<file path="config.mk">
export PLATFORM = sky130hd
export DESIGN_NAME = hazard_stall_controller
export DESIGN_NICKNAME = d
export VERILOG_FILES = /design/src/rtl/hazard_pkg.sv /design/src/rtl/hazard_stall_controller_detect.sv /design/src/rtl/hazard_stall_controller.sv
export SDC_FILE = /design/constraint.sdc
export NUM_CORES = 1
export LEC_CHECK = 0
export CAP_MARGIN = 20
export CORE_MARGIN = 2
export CORE_UTILIZATION = 50
export DETAILED_ROUTE_END_ITERATION = 10
export PLACE_DENSITY = 0.86
export SYNTH_ARGS = -nofsm -noshare
export SYNTH_HDL_FRONTEND = slang
export SYNTH_SLANG_ARGS = --single-unit
</file>
<file path="constraint.sdc">
create_clock -name clk -period 4.5 [get_ports clk]
set_input_delay 0.675 -clock clk [delete_from_list [all_inputs] [get_ports clk]]
set_output_delay 0.675 -clock clk [all_outputs]
set_load 0.02 [all_outputs]
</file>
<file path="src/rtl/hazard_pkg.sv">
// Shared types and defaults for the hazard/stall sequencing block.
package hazard_pkg;

  localparam int REG_ADDR_W      = 4;
  localparam int MEM_TIMEOUT_DEF = 200;

  typedef enum logic [1:0] {
    RUN      = 2'd0,
    MEM_WAIT = 2'd1,
    MEM_ERR  = 2'd2
  } state_t;

endpackage

</file>
<file path="src/rtl/hazard_stall_controller_detect.sv">
// RAW hazard detection between ID and the EXE/MEM producers.
// Build option FORWARDING_EN: only load-use hazards stall; otherwise any EXE/MEM match stalls.
module hazard_detect #(
  parameter int REG_ADDR_W = 4
) (
  input  logic [REG_ADDR_W-1:0] i_id_src1,
  input  logic [REG_ADDR_W-1:0] i_id_src2,
  input  logic                  i_id_two_src,
  input  logic                  i_id_valid,
  input  logic [REG_ADDR_W-1:0] i_exe_dest,
  input  logic                  i_exe_wb_en,
  input  logic                  i_exe_mem_r_en,
  input  logic [REG_ADDR_W-1:0] i_mem_dest,
  input  logic                  i_mem_wb_en,
  output logic                  o_raw_stall
);

  logic w_m_exe;
  logic w_m_mem;
  logic w_load_use;

  // Match ID sources against the in-flight destinations and pick the stall rule.
  always_comb begin
    w_m_exe     = 1'b0;
    w_m_mem     = 1'b0;
    w_load_use  = 1'b0;
    o_raw_stall = 1'b0;
    if (i_id_valid) begin
      w_m_exe = i_exe_wb_en & ((i_id_src1 == i_exe_dest) |
                               (i_id_two_src & (i_id_src2 == i_exe_dest)));
      w_m_mem = i_mem_wb_en & ((i_id_src1 == i_mem_dest) |
                               (i_id_two_src & (i_id_src2 == i_mem_dest)));
    end else begin
      w_m_exe = 1'b0;
      w_m_mem = 1'b0;
    end
    w_load_use = w_m_exe & i_exe_mem_r_en;
`ifdef FORWARDING_EN
    o_raw_stall = w_load_use;
`else
    // load-use is a subset of m_exe, so OR-ing it in changes nothing
    o_raw_stall = w_m_exe | w_m_mem | w_load_use;
`endif
  end

endmodule

</file>
<file path="src/rtl/hazard_stall_controller.sv">
// Pipeline stall/flush/freeze sequencing with memory-wait timeout and stall counter.
// Build option FORWARDING_EN selects load-use-only stalling in hazard_detect.
module hazard_stall_controller #(
  parameter int REG_ADDR_W  = hazard_pkg::REG_ADDR_W,
  parameter int TMO_W       = 8,
  parameter int MEM_TIMEOUT = hazard_pkg::MEM_TIMEOUT_DEF,
  parameter int CNT_W       = 16
) (
  input  logic                  clk,
  input  logic                  rst,
  input  logic [REG_ADDR_W-1:0] id_src1,
  input  logic [REG_ADDR_W-1:0] id_src2,
  input  logic                  id_two_src,
  input  logic                  id_valid,
  input  logic [REG_ADDR_W-1:0] exe_dest,
  input  logic                  exe_wb_en,
  input  logic                  exe_mem_r_en,
  input  logic [REG_ADDR_W-1:0] mem_dest,
  input  logic                  mem_wb_en,
  input  logic                  branch_taken,
  input  logic                  mem_req,
  input  logic                  mem_ready,
  output logic                  freeze_pc,
  output logic                  freeze_if_id,
  output logic                  bubble_id_exe,
  output logic                  flush_if_id,
  output logic                  freeze_all,
  output logic                  mem_err,
  output logic [CNT_W-1:0]      stall_cnt
);

  import hazard_pkg::*;

  localparam logic [TMO_W-1:0] TMO_LAST = TMO_W'(MEM_TIMEOUT - 1);

  state_t           r_state;
  state_t           w_state_nxt;
  logic [TMO_W-1:0] r_wait_cnt;
  logic [TMO_W-1:0] w_wait_cnt_nxt;
  logic [CNT_W-1:0] r_stall_cnt;
  logic             r_mem_err;
  logic             w_raw_stall;
  logic             w_mem_wait;

  hazard_detect #(.REG_ADDR_W(REG_ADDR_W)) u_detect (
    .i_id_src1      (id_src1),
    .i_id_src2      (id_src2),
    .i_id_two_src   (id_two_src),
    .i_id_valid     (id_valid),
    .i_exe_dest     (exe_dest),
    .i_exe_wb_en    (exe_wb_en),
    .i_exe_mem_r_en (exe_mem_r_en),
    .i_mem_dest     (mem_dest),
    .i_mem_wb_en    (mem_wb_en),
    .o_raw_stall    (w_raw_stall)
  );

  assign w_mem_wait = mem_req & ~mem_ready;

  // Memory-wait FSM next state; a ready on the timeout cycle still returns to RUN.
  always_comb begin
    w_state_nxt    = r_state;
    w_wait_cnt_nxt = r_wait_cnt;
    case (r_state)
      RUN: begin
        if (w_mem_wait) begin
          w_state_nxt    = MEM_WAIT;
          w_wait_cnt_nxt = TMO_W'(1);
        end else begin
          w_wait_cnt_nxt = {TMO_W{1'b0}};
        end
      end
      MEM_WAIT: begin
        if (mem_ready) begin
          w_state_nxt    = RUN;
          w_wait_cnt_nxt = {TMO_W{1'b0}};
        end else if (r_wait_cnt == TMO_LAST) begin
          w_state_nxt = MEM_ERR;
        end else begin
          w_wait_cnt_nxt = r_wait_cnt + TMO_W'(1);
        end
      end
      MEM_ERR: begin
        w_state_nxt = MEM_ERR;
      end
      default: begin
        w_state_nxt    = RUN;
        w_wait_cnt_nxt = {TMO_W{1'b0}};
      end
    endcase
  end

  // Priority mux: memory freeze, then branch flush, then RAW stall.
  always_comb begin
    freeze_pc     = 1'b0;
    freeze_if_id  = 1'b0;
    bubble_id_exe = 1'b0;
    flush_if_id   = 1'b0;
    freeze_all    = 1'b0;
    if (rst) begin
      freeze_all = 1'b0;
    end else if ((r_state == MEM_ERR) || w_mem_wait) begin
      freeze_all = 1'b1;
    end else if (branch_taken) begin
      flush_if_id   = 1'b1;
      bubble_id_exe = 1'b1;
    end else if (w_raw_stall) begin
      freeze_pc     = 1'b1;
      freeze_if_id  = 1'b1;
      bubble_id_exe = 1'b1;
    end else begin
      freeze_all = 1'b0;
    end
  end

  // State, wait counter, sticky error flag and saturating stall counter.
  always_ff @(posedge clk) begin
    if (rst) begin
      r_state     <= RUN;
      r_wait_cnt  <= {TMO_W{1'b0}};
      r_stall_cnt <= {CNT_W{1'b0}};
      r_mem_err   <= 1'b0;
    end else begin
      r_state    <= w_state_nxt;
      r_wait_cnt <= w_wait_cnt_nxt;
      r_mem_err  <= r_mem_err | (w_state_nxt == MEM_ERR);
      if ((freeze_all | freeze_pc) && (r_stall_cnt != {CNT_W{1'b1}})) begin
        r_stall_cnt <= r_stall_cnt + CNT_W'(1);
      end else begin
        r_stall_cnt <= r_stall_cnt;
      end
    end
  end

  assign mem_err   = r_mem_err;
  assign stall_cnt = r_stall_cnt;

endmodule
</file>
==> flow_metrics.env <==
export IMPL_cp_start_kind="primary input"
export IMPL_synth_top_cell_by_area="dfxtp_1"
export IMPL_vias=1530
export IMPL_vias_per_cell=5.604
export IMPL_portBuffers=46
export IMPL_synth_area_um2=1567
export IMPL_total_power_w=0.0004151
export IMPL_antenna_found_initial=0
export IMPL_slew_headroom=0.5408
export IMPL_cts_buffers=3
export IMPL_p_clk_frac=0.255
export IMPL_finalCritPeriodShare=0.7890
export IMPL_cts_tree="yes"
export IMPL_p_sw_frac=0.2505
export IMPL_firstDrtPassIters=4
export IMPL_ys_ff_latch=27
export IMPL_grt_max_degree=31
export IMPL_finalSetupViolations=0
export IMPL_rr_worst_depth=7
export IMPL_grt_overflow_total=0
export IMPL_row_count=20
export IMPL_cts_root_buf="clkbuf_4"
export IMPL_end_kind="output pin"
export IMPL_critPathSlowestCell="clkdlybuf4s50_1"
export IMPL_synth_edf_count=0
export IMPL_fin_util=0.6839
export IMPL_core_um2=3028
export IMPL_p_leak_nw=0.7188
export IMPL_async_reset_ff_frac=0
export IMPL_area_delta_synth_final_pct=32.19
export IMPL_avgSynthCellArea_um2=8.422
export IMPL_hp_start="mem_err"
export IMPL_synth_cell_type_count=43
export IMPL_netlist_instances=186
export IMPL_cts_sinks=27
export IMPL_powerDensity_nw_per_um2=200.4
export IMPL_grt_pass1_vias=1271
export IMPL_p_int_w=0.0003111
export IMPL_io_pins=48
export IMPL_min_period_ps=3550
export IMPL_setup_slack_ps=949.5
export IMPL_clk_transition_reported_paths_ps=140
export IMPL_totalWireLength_um=3386
export IMPL_timing_rr_start="r_state[0]"
export IMPL_gp_congestion=0.7810
export IMPL_die_area_um2=3597
export IMPL_rsz0062_at_grt="no"
export IMPL_hold_viol=0
export IMPL_holdBufCountCts=0
export IMPL_dieHeight_um=59.98
export IMPL_r2r_end="stall_cnt[10]"
export IMPL_post_cts_buffers=0
export IMPL_clkLatencyLatePin_ps=330
export IMPL_syn_nets=214
export IMPL_fill_cells=267
export IMPL_maxCapViolCount=0
export IMPL_nets=258
export IMPL_ir_drop_v=0.00009882
export IMPL_yosysMostFrequentCell="dfxtp_1"
export IMPL_synth_top_area_share=0.3450
export IMPL_holdPathStages=2
export IMPL_critPathTopFamily="buffers and inverters"
export IMPL_layout_drive_gt1_share=0.05240
export IMPL_grt_total_usage=0.1982
export IMPL_p_sw_w=0.0001040
export IMPL_grt_pass1_wl_um=5444
export IMPL_holdWs_ps=452.7
export IMPL_ys_top_cells_by_count="27 x dfxtp_1, 16 x nor2_1, 15 x xor2_1, 14 x a21oi_1, 13 x nand2_1"
export IMPL_p_comb_frac=0.160
export IMPL_reg2reg_slack_ps=2310
export IMPL_max_stage_delay_ps=610
export IMPL_fin_tns_setup_ps=0
export IMPL_crit_arrival_ps=2880
export IMPL_skew_ps=6.820
export IMPL_crit_chain="clkdlybuf4s50_1 -> inv_1 -> a222oi_1 -> nor4b_2 -> or4_4 -> and3_1 -> clkdlybuf4s50_1"
export IMPL_holdPathEnd="mem_err"
export IMPL_antenna_left=0
export IMPL_clock_fmax_ghz=0.2817
export IMPL_synth_area_leaders="dfxtp_1 35%, xor2_1 8.4%, a21oi_1 4.5%, nor2_1 3.8%, or4_1 3.8%"
export IMPL_yosysWarnings=0
export IMPL_antenna_cells=0
export IMPL_pre_cts_ws_ps=976.7
export IMPL_place_hpwl_um=2592
export IMPL_required_ps=3830
export IMPL_cp_max_fo=3
export IMPL_hp_class="reg2reg"
export IMPL_post_cts_resized=0
export IMPL_die_w_um=59.98
export IMPL_ys_seq_area_frac=0.3450
export IMPL_wl_per_cell_um=12.40
export IMPL_drtIter0Drc=63
export IMPL_drv_slew=0
export IMPL_cts_max_level=1
export IMPL_crit_type="in2out"
export IMPL_worst_pin_slew_ps=688.7
export IMPL_cp_num_buf_inv=3
export IMPL_initial_core_util=0.5174
export IMPL_cts_buffer_depth=2
export IMPL_seq_power_share=0.584
export IMPL_status="completed"
export IMPL_path_common_cell="clkdlybuf4s50_1"
export IMPL_ys_flop_type="dfxtp_1"
export IMPL_drc=0
[stage by stage]
step | instances | cell area, µm²
6_report | 273 | 2071
5_1_grt | 273 | 2071
4_1_cts | 273 | 2071
3_5_place_dp | 269 | 2044
3_3_place_gp | 269 | 2044
2_1_floorplan | 186 | 1567
[worst reg2reg max path, stage by stage, from the launching register on]
cell and delay (ps):
dfxtp_1 440, nor2b_1 100, a21oi_1 210, nand2_1 100
nor2_1 200, a31oi_4 300, nor4_1 380, mux2_2 370
[power groups by stage]
stage,Clock [W],Sequential (W),Combinational [W]
2_1_floorplan,0,0.000248,0.0000308
3_3_place_gp,0,0.000248,0.0000656
3_5_place_dp,0,0.000248,0.0000665
4_1_cts,0.000108,0.000243,0.0000666
5_1_grt,0.000116,0.000243,0.0000718
6_report,0.000106,0.000243,0.0000665
[cell type report]
| type | instances | area (µm²) | share of cell area |
|---|---|---|---|
| sequential | 27 | 540.5 | 0.2610 |
| multi-input combinational | 139 | 932.1 | 0.4502 |
| inverter | 11 | 41.29 | 0.01994 |
| clock buffer | 4 | 26.28 | 0.01269 |
| timing repair buffer | 48 | 475.5 | 0.2296 |
| tap | 44 | 55.05 | 0.02659 |
[logic make-up after synthesis]
| kind of cell | Yosys count | synth area share |
|---|---|---|
| compound gates | 41 | 0.1885 |
| mux | 2 | 0.01438 |
| simple gates | 75 | 0.2700 |
| buf+inv | 20 | 0.05990 |
| fa+ha+maj | 2 | 0.01597 |
| xor+xnor | 19 | 0.1062 |
| flops | 27 | 0.3450 |
[registers in the layout, summed over array words and instances (netlist names)]
name / count
r_state: 2
stall_cnt: 16
mem_err: 1
r_wait_cnt: 8
[metal layers]
metal  vias to the layer above  global-route usage  wire (µm)
met1                       697              0.2557       1511
met5                         -                   0          0
met2                        52              0.3339       1655
met4                         0             0.08571         47
met3                         4             0.01948        171
li1                        777                   -          -
[cell usage in the layout (no fill, tap or decap), types with 2 or more instances in the layout]
cell             count
clkdlybuf4s50_1     46
dfxtp_1             27
nor2_1              16
xor2_1              15
a21oi_1             14
nand2_1             13
inv_1               11
nand3_1             10
or4_1                8
o31ai_1              7
nor4_1               6
and3_1               5
xnor2_1              4
nand4_1              4
o41ai_1              4
nor2b_1              3
o311ai_0             3
o21ai_0              3
clkbuf_4             3
and4_1               2
mux2_2               2
ha_1                 2
buf_4                2
[worst max path at each step]
stage                     start      endpoint  slack [ps]  cells after the start
finish               id_src2[1]     freeze_pc         950                      7
global route         id_src2[1]  freeze_if_id         870                      7
CTS                  id_src2[1]  freeze_if_id         960                      7
detailed placement   id_src2[1]  freeze_if_id         980                      7
global placement     id_src2[1]     freeze_pc        1040                      7
floorplan           mem_dest[2]     freeze_pc        1940                      6
Note: power is estimated with default switching activity, not from simulation.
==> edit 1 (same settings) <==
Reset style: asynchronous (`rst`), changed in one clocked block.
--- a/src/rtl/hazard_stall_controller.sv
+++ b/src/rtl/hazard_stall_controller.sv
@@ -114,7 +114,7 @@
   end
 
   // State, wait counter, sticky error flag and saturating stall counter.
-  always_ff @(posedge clk) begin
+  always_ff @(posedge clk or posedge rst) begin
     if (rst) begin
       r_state     <= RUN;
       r_wait_cnt  <= {TMO_W{1'b0}};
Check against the original RTL: differs if rst is asserted again (counterexample within 4 cycles, from zero or initial values and one cycle with rst high); with rst held inactive, the same outputs for 10 cycles.
==> edit 1 against the unedited design <==
  * Sequential share of layout area grew 5.2 points
  * Final area grew 4.2%
  * Sequential cell count is the same
  * Area after synthesis grew 3.1%
  * Setup slack gained 0.082 ns
  * Critical endpoint is now bubble_id_exe
  * Routed wire length grew 6.7%
Power is not compared: it rests on default switching activity, and its combinational part moved more than twofold at a synthesized area within 25%.
==> edit 1: results <==
metrics = {
    "hold_path": {
        "min_path_cells": 1,
        "hold_end": "r_state[0]",
        "hold_start": "r_state[1]",
        "hp-class": "flip-flop to flip-flop",
    },
    "logic_synthesis": {
        "yosysSeqAreaShare": 0.4183,
        "avgSynthCellArea_um2": 10.03,
        "synth_nets": 189,
        "synth_area_leaders": "dfrtp_1 (42%), xor2_1 (9.2%), xnor2_1 (7.6%)",
        "ys_warn_count": 0,
        "synthDistinctLibCells": 38,
        "ys_async_sr_fraction": 1.000,
        "synth_common_cells": "dfrtp_1 (27), nor2_1 (19), xor2_1 (17)",
    },
    "sta": {
        "finClkSkew_ns": 0.006343,
        "relSlewSlack": 0.6306,
    },
    "power": {
        "p_leak_nw": 0.9221,
        "ir_drop_mv": 0.2400,
    },
    "cts": {
        "postCtsResizedCells": 0,
        "clockBufferDepth": 2,
        "clkTransAtPathRegs_ns": 0.13,
        "cts_buffers": 3,
        "htreeDepth": 1,
        "clk_latency_ns": 0.32,
        "post_cts_buffers": 0,
        "clock-root-buffer": "clkbuf_4",
    },
    "finish": {
        "largest_register_ffs": 16,
        "antenna_cells": 0,
        "drive_above_1_share": 0.09953,
        "nets": 240,
    },
    "worst_setup_path": {
        "cp.arrival_ns": 2.79,
        "reg2reg_from": "stall_cnt[0]",
        "crit_family": "buffers and inverters",
        "path_max_fanout": 3,
        "cp_slowest_cell": "clkdlybuf4s50_1",
        "max_stage_delay_ns": 0.59,
        "reg2reg_depth": 5,
        "r2r_end": "stall_cnt[1]",
        "r2r_setup_slack_ns": 2.42,
    },
    "global_route": {
        "grt_pass1_wl_um": 5768,
        "track_usage": 0.2124,
        "grt_max_degree": 19,
        "grt_pass1_vias": 1354,
        "antenna_found_initial": 0,
    },
    "placement": {
        "dpl.hpwl_um": 2879,
        "io_buffers": 46,
        "gp_congestion": 0.8255,
        "dpl.cell_count": 251,
    },
    "routing": {
        "drt-total-wl_um": 3612,
        "post_drt_via_cell_ratio": 5.243,
        "drtIter0Drc": 58,
        "drt_pass1_iterations": 4,
        "vias": 1337,
    },
    "status": {
        "status": "finished, final reports clean",
    },
}
## edit 1: power breakdown
group	total, W	internal [W]	switching, W
combinational	0.000189	0.000100	0.0000890
clock	0.000102	0.0000348	0.0000676
sequential	0.000308	0.000268	0.0000398
total	0.000600	0.000404	0.000196
## edit 1: metal layers
metal / vias up / GRT usage / part of all wire
li1: 655 / - / -
met1: 631 / 0.2452 / 0.42
met2: 44 / 0.3963 / 0.51
met3: 7 / 0.02559 / 0.055
met4: 0 / 0.08385 / 0.019
met5: - / 0 / 0
## edit 1: metrics by stage
| step | total power, W | area [µm²] | util | worst slack [ns] | hold slack [ns] |
|---|---|---|---|---|---|
| after floorplan | 0.0004035 | 1615 | - | 2.094 | 0.4233 |
| after global placement | 0.0004953 | 2131 | 0.6980 | 1.088 | 0.4481 |
| after detailed placement | 0.0005018 | 2131 | 0.6980 | 1.019 | 0.4541 |
| after CTS | 0.0006037 | 2157 | 0.7066 | 1.005 | 0.4837 |
| after global routing | 0.0006338 | 2157 | 0.7066 | 0.9337 | 0.5048 |
| final | 0.0006001 | 2157 | 0.7066 | 1.032 | 0.4871 |
## edit 1: logic make-up (layout without fill, tap and decap cells)
group / Yosys count / in the layout / share of synthesized area
and+or+nand+nor: 66 / 66 / 0.2301
xor gates and xnor gates: 31 / 31 / 0.1681
DFF: 27 / 27 / 0.4183
AOI/OAI and AO/OA: 18 / 18 / 0.1038
buffers and inverters: 12 / 62 / 0.03021
muxes: 5 / 5 / 0.03408
adders and majority gates: 2 / 2 / 0.01549
## edit 1: worst register-to-register path, cell delays in order, from the launching register on
cell and delay [ns]:
dfrtp_1 0.46, ha_1 0.23, nand4_1 0.31, nor3_1 0.36
o21bai_4 0.25, mux2_2 0.37
## edit 1: worst max-delay path by stage
stage | to | start | cells past startpoint | slack (ns)
after floorplan | freeze_pc | id_src2[1] | 5 | 2.09
after global placement | bubble_id_exe | id_src2[1] | 7 | 1.09
after detailed placement | bubble_id_exe | id_src2[1] | 7 | 1.02
after CTS | bubble_id_exe | id_src2[1] | 7 | 1.01
after global routing | bubble_id_exe | id_src2[1] | 7 | 0.93
final | bubble_id_exe | id_src2[1] | 7 | 1.03
## edit 1: cell type report
cell class / count / area (µm²)
fillers: 234 / 895.9
multi-input cells: 122 / 890.9
flip-flops and latches: 27 / 675.6
repair buffers: 47 / 467.9
well taps: 44 / 55.05
inverters: 11 / 41.29
clock buffers: 4 / 26.28
==> edit 2 (same settings) <==
Without the edit above. `REG_ADDR_W` is set to 4 in 2 places; all go to 5.
--- a/src/rtl/hazard_pkg.sv
+++ b/src/rtl/hazard_pkg.sv
@@ -1,7 +1,7 @@
 // Shared types and defaults for the hazard/stall sequencing block.
 package hazard_pkg;
 
-  localparam int REG_ADDR_W      = 4;
+  localparam int REG_ADDR_W      = 5;
   localparam int MEM_TIMEOUT_DEF = 200;
 
   typedef enum logic [1:0] {
--- a/src/rtl/hazard_stall_controller_detect.sv
+++ b/src/rtl/hazard_stall_controller_detect.sv
@@ -1,7 +1,7 @@
 // RAW hazard detection between ID and the EXE/MEM producers.
 // Build option FORWARDING_EN: only load-use hazards stall; otherwise any EXE/MEM match stalls.
 module hazard_detect #(
-  parameter int REG_ADDR_W = 4
+  parameter int REG_ADDR_W = 5
 ) (
   input  logic [REG_ADDR_W-1:0] i_id_src1,
   input  logic [REG_ADDR_W-1:0] i_id_src2,
Ports: changed (resized exe_dest, id_src1, id_src2 and mem_dest); port bits go from 48 to 52. No check against the original RTL was run, so the function may have changed too.
==> edit 2 against the unedited design <==
  * Critical path depth unchanged
  * Sequential cell count unchanged
  * Area after synthesis up 1.4%
  * Hold slack better by 0.011 ns
  * Final area up 3.0%
  * Setup slack worse by 0.072 ns
  * Global-route usage up 2.8 points
  * First-iteration DRC count down 22%
  * Total power up 0.30%
  * Sequential power about the same
  * Combinational power up 4.8%
  * Routed wire length up 13%
  * Critical path type unchanged
  * Critical endpoint unchanged
==> edit 2: results <==
metrics = {
    "sta": {
        "holdWs_ns": 0.4637,
        "timing.final.ws_setup_ns": 0.8775,
        "worst_pin_slew_ns": 0.9291,
        "finClkSkew_ns": 0.003283,
    },
    "logic_synthesis": {
        "synth_nets": 223,
        "synth_common_cells": "dfxtp_1 (27), xor2_1 (21), nor2_1 (15)",
        "synth_compound_area_frac": 0.1622,
        "synth-main-ff-cell": "dfxtp_1",
        "synth_cells": 191,
        "synth_area_leaders": "dfxtp_1 (34%), xor2_1 (12%), a21oi_1 (4.1%)",
        "synth_fa_ha_area_frac": 0.01575,
        "yosysSeqAreaShare": 0.3402,
        "synth_mux_area_frac": 0.01417,
        "synth-xor-area-share": 0.1433,
    },
    "routing": {
        "wire_per_inst_um": 13.59,
        "drtIter0Drc": 49,
        "vias": 1599,
    },
    "global_route": {
        "grt_pass1_wl_um": 6361,
        "grt_pass1_vias": 1511,
    },
    "placement": {
        "io_buffers": 50,
        "placed_area_um2": 2107,
        "dpl.hpwl_um": 2861,
        "gp_congestion": 0.7948,
    },
    "power": {
        "ir_drop_mv": 0.1649,
        "p_leak_nw": 0.7362,
        "p_int_w": 0.0003137,
        "power.density_nw_per_um2": 195.1,
    },
    "worst_setup_path": {
        "r2r_setup_slack_ns": 1.95,
        "r2r_end": "stall_cnt[15]",
        "reg2reg_from": "stall_cnt[0]",
    },
    "finish": {
        "drive_above_1_share": 0.04219,
        "nets": 270,
        "fillers": 251,
    },
    "status": {
        "status": "finished, final reports clean",
    },
}
## edit 2: changes by cell type after synthesis, moves of 2 or more
cell / unedited run / this run
nand4_1: 4 / 8
nand2_1: 13 / 10
inv_1: 11 / 8
or2_2: 0 / 3
clkbuf_1: 2 / 4
nor3_1: 1 / 3
nand3_1: 10 / 12
xor2_1: 15 / 21
## edit 2: final cells by class
cell class              count  area, µm²  area share
clock buffers               4      26.28     0.01232
inverters                   8      30.03     0.01408
multi-input cells         146      965.9      0.4528
flip-flops and latches     27      540.5      0.2534
well taps                  44      55.05     0.02581
repair buffers             52      515.5      0.2416
## edit 2: layer usage
| metal | track usage | vias up | share of wire |
|---|---|---|---|
| met2 | 0.3913 | 54 | 0.48 |
| li1 | - | 800 | - |
| met4 | 0.07619 | 0 | 0.013 |
| met3 | 0.05330 | 4 | 0.070 |
| met5 | 0 | - | 0 |
| met1 | 0.2772 | 741 | 0.44 |
